### config.mk
export PLATFORM = sky130hd
export DESIGN_NAME = up_counter_mod
export DESIGN_NICKNAME = d
export VERILOG_FILES = /design/src/rtl/counter_pkg.sv /design/src/rtl/up_counter_mod.sv
export SDC_FILE = /design/constraint.sdc
export NUM_CORES = 1
export LEC_CHECK = 0
export CAP_MARGIN = 20
export CORE_MARGIN = 8
export CORE_UTILIZATION = 40
export DETAILED_ROUTE_END_ITERATION = 12
export PLACE_DENSITY = 0.74
export SLEW_MARGIN = 20
export SYNTH_ARGS = -nofsm -noshare
export SYNTH_HDL_FRONTEND = slang
export SYNTH_SLANG_ARGS = --single-unit
### constraint.sdc
create_clock -name clk -period 2.7 [get_ports clk]
set_input_delay 0.54 -clock clk [delete_from_list [all_inputs] [get_ports clk]]
set_output_delay 0.54 -clock clk [all_outputs]
set_load 0.02 [all_outputs]
### src/rtl/counter_pkg.sv
// rtl/counter_pkg.sv - shared state types and encodings for the sequential counter library
package counter_pkg;

    // Fixed encodings so the up counter and a future one-shot down counter agree
    localparam logic [1:0] CNT_ST_IDLE = 2'd0;
    localparam logic [1:0] CNT_ST_RUN  = 2'd1;
    localparam logic [1:0] CNT_ST_DONE = 2'd2;

    typedef enum logic [1:0] {
        IDLE = CNT_ST_IDLE,
        RUN  = CNT_ST_RUN,
        DONE = CNT_ST_DONE
    } cnt_state_t;

endpackage

### src/rtl/up_counter_mod.sv
// rtl/up_counter_mod.sv - up-counter with programmable limit, free-running or one-shot
module up_counter_mod
    import counter_pkg::*;
#(
    parameter int N = 4
) (
    input  logic         clk,
    input  logic         rst,
    input  logic         en,
    input  logic         load,
    input  logic [N-1:0] d,
    input  logic [N-1:0] limit,
    input  logic         one_shot,
    input  logic         start,
    input  logic         clr_ovf,
    output logic [N-1:0] q,
    output logic         tc,
    output logic         busy,
    output logic         done,
    output logic         ovf
);

    cnt_state_t   state, state_n;
    logic [N-1:0] q_n;
    logic         done_n;
    logic         ovf_set;
    logic         at_lim;

    // >= rather than == so a lowered limit or an out-of-range load still terminates
    assign at_lim = (q >= limit);
    assign tc     = en & at_lim & (~one_shot | (state == RUN));
    assign busy   = (state == RUN);

    always_comb begin
        q_n     = q;
        state_n = state;
        ovf_set = 1'b0;
        if (!one_shot) begin
            state_n = IDLE;
            if (load) begin
                q_n = d;
            end else if (en) begin
                q_n     = at_lim ? '0 : q + 1'b1;
                ovf_set = at_lim;
            end
        end else begin
            if (load) begin
                q_n = d;
            end else if (start) begin
                q_n     = '0;
                state_n = RUN;
            end else if (state == RUN && en) begin
                if (at_lim) begin
                    state_n = DONE;
                end else begin
                    q_n = q + 1'b1;
                end
            end
        end
        done_n = (state_n == DONE) && (state != DONE);
    end

    always_ff @(posedge clk) begin
        if (rst) begin
            q     <= '0;
            state <= IDLE;
            done  <= 1'b0;
            ovf   <= 1'b0;
        end else begin
            q     <= q_n;
            state <= state_n;
            done  <= done_n;
            ovf   <= ovf_set | (ovf & ~clr_ovf);
        end
    end

endmodule
==> key figures <==
Outcome
  – Outcome: finished, final reports clean

CTS
  – H-tree lvl count: 1
  – Clock Latency Late Sink: 260 ps
  – Max Buffers Root-to-Sink: 2
  – TritonCTS clock tree: yes
  – Clock Tree Root: clkbuf_4
  – Clock sink count: 8
  – Hold-fix buffers at CTS: 0
  – Clock transition at path regs: 60 ps
  – Post-CTS Setup Repair Bufs: 0
  – CTS buffer count: 3

Worst setup path
  – Crit path max fanout: 2
  – Setup crit end kind: primary output
  – Crit path DAT: 1970 ps
  – Kind of critical path: in2out
  – CP Data Required Time: 2160 ps
  – Worst setup SP type: input pin

STA
  – Fmax: 398 MHz
  – Worst Max-Slew Pin Slew: 392 ps
  – Skew final: 1.18 ps
  – Slew margin rel.: 73.8%
  – Final Max Tran Viols: 0
  – Unrepaired setup endpoints after global routing: no
  – Final Hold Fails: 0
  – Setup TNS: 0 ps
  – Final Cycle Share: 93.1%
  – Final setup fails: 0
  – Setup ws final: 187 ps
  – Fin crit period: 2510 ps

Yosys
  – Post-Synth XOR/XNOR Area: 0%
  – Compound-Gate Fraction of Synth Area: 33.9%
  – Post-Syn Area: 594 sq um
  – Synth Area in Simple Gates: 22.7%
  – Yosys reg bits: 8
  – Synth Net Count: 89
  – Yosys warns: 0
  – Cells after synthesis: 69
  – Library cells used by synthesis: 30
  – Register area share after synthesis: 26.9%
  – Adder-Cell Fraction of Synth Area: 10.5%
  – Mux share of post-synthesis cell area: 0%
  – Syn avg cell area: 8.61 sq um
  – Largest family of logic cells by synthesized area: compound AO/OA/AOI/OAI gates

Global routing
  – Grt ovf: 0
  – GRT Total Usage: 12.0%
  – Largest net degree at the start of global routing: 10
  – Initial antenna violation count: 0
  – Global-route wire length before repair: 2600 um
  – Vias in the first global route: 585

Final layout
  – Nets: 118
  – Area Overhead vs Synth: 46.3%
  – N_diodes: 0
  – Commonest non-fill, non-tap cells in the layout: 21 x clkdlybuf4s50_1, 8 x inv_1, 8 x dfxtp_1
  – Most common cell after layout, fill and taps aside: clkdlybuf4s50_1
  – Share of cells above drive strength 1: 16.7%
  – Fillers: 135

Power
  – Net Sw Frac: 31.8%
  – Power Density: 393 mW/mm^2
  – Reg power frac: 38.3%
  – Clock power share: 27.8%
  – Internal Power: 0.000233 W
  – Worst IR Drop VDD: 249 uV
  – Logic pwr share: 33.9%
  – Static Leak: 0.347 nW
  – Sw power: 0.000109 W

Floorplanning
  – Initial core utilization: 40.9%
  – Die area: 0.00298 sq mm
  – Boundary pin count: 23
  – Core ar.: 0.00145 sq mm
  – Site Rows: 14
  – Die height: 54.5 um
  – Chip width: 54.5 um

Route
  – WL per Instance: 13.9 um
  – Total routed wirelength: 1560 um
  – Post-route ant nets: 0
  – 1st-pass router iterations: 4
  – Vias per cell: 5.44
  – DR iter-0 viols: 23
  – Drt drc: 0
  – Via count: 609

Place
  – # port buffers: 22
  – DP Wirelength: 1280 um
  – Pre-CTS WS: -240 ps
  – Placer's final routability congestion estimate: 0.785

Worst hold path
  – Hold Crit Class: reg2reg

Flow run
  – Maxcap violations: 0
[synthesized netlist by cell type]
master	instances	area share, %
ha_1	5	11
a21oi_2	3	4.4
o2111ai_1	1	1.5
nor3_1	3	2.5
nor3b_4	1	3.2
o41ai_1	1	1.5
nor2b_1	1	1.1
o21ai_4	1	2.7
nand2b_1	3	3.2
o21ai_0	1	0.84
o211ai_2	1	2.1
inv_1	8	5.1
o21ai_1	1	0.84
nand2_1	4	2.5
a2bb2oi_1	1	1.5
o21a_1	1	1.3
buf_2	1	0.84
a2111oi_4	1	4.6
a41oi_1	1	1.5
a21oi_1	2	1.7
a21boi_2	1	1.9
nand3_1	4	3.4
nor2_1	6	3.8
a21o_2	1	1.5
dfxtp_1	8	27
a31oi_1	1	1.1
a211oi_1	2	2.5
a22oi_1	2	2.5
nor4_1	1	1.1
nand4_1	2	2.1
[metal layers]
layer | part of all wire, % | GRT usage [%]
met2 | 48 | 19.3
met3 | 5.6 | 3.80
met4 | 1.6 | 6.15
met5 | 0 | 0
met1 | 45 | 13.9
[per-stage QoR]
| stage | util (%) | hold slack (ps) | std cells | power [W] | cell area, sq um |
|---|---|---|---|---|---|
| 6_report | 59.8 | 486 | 112 | 0.000342 | 870 |
| 5_1_grt | 59.8 | 553 | 112 | 0.000369 | 870 |
| 4_1_cts | 60.1 | 490 | 112 | 0.000344 | 873 |
| 3_5_place_dp | 58.6 | 478 | 109 | 0.000250 | 852 |
| 3_3_place_gp | 58.6 | 474 | 109 | 0.000248 | 852 |
| 2_1_floorplan | - | 481 | 69 | 0.000196 | 594 |
[critical path, cell delays in order]
cell	delay, ps
clkdlybuf4s50_1	450
inv_1	40
ha_1	310
o211ai_2	120
o21ai_4	150
nand2_1	70
a21oi_1	110
clkbuf_2	190
[final timing paths]
path	from	to	slack, ps	cells past startpoint
worst max register to register	q[0]	q[3]	730	8
worst min register to register	ovf	ovf	490	2
worst max-delay path	limit[3]	tc	190	8
worst min-delay path	ovf	ovf	490	2
[power by group through the flow]
stage               clock network [W]  registers [W]  logic (W)
global route                 0.000110       0.000132   0.000126
finish                      0.0000949       0.000131   0.000116
global placement                    0       0.000133   0.000115
CTS                         0.0000961       0.000131   0.000117
floorplan                           0       0.000138  0.0000578
detailed placement                  0       0.000133   0.000117
[cells by family after synthesis]
group | count (synthesis)
compound gates | 22
buf+inv | 9
flops | 8
fa+ha+maj | 5
simple gates | 25
[repair_timing]
action,in CTS,in global routing
gates resized for setup,1,2
gates cloned,0,0
setup endpoints to repair,1,1
[sequential cells by signal, summed over array words and instances (netlist names)]
signal / count
done: 1
q: 4
ovf: 1
state: 2
[layout make-up]
cell class	instances	area [sq um]	share of cell area, %
inverter	8	30.0	3.45
multi-input combinational	52	399	45.9
clock buffer	3	22.5	2.59
sequential	8	160	18.4
timing repair buffer	25	238	27.3
tap	16	20.0	2.30
Note: power is estimated with default switching activity, not from simulation.
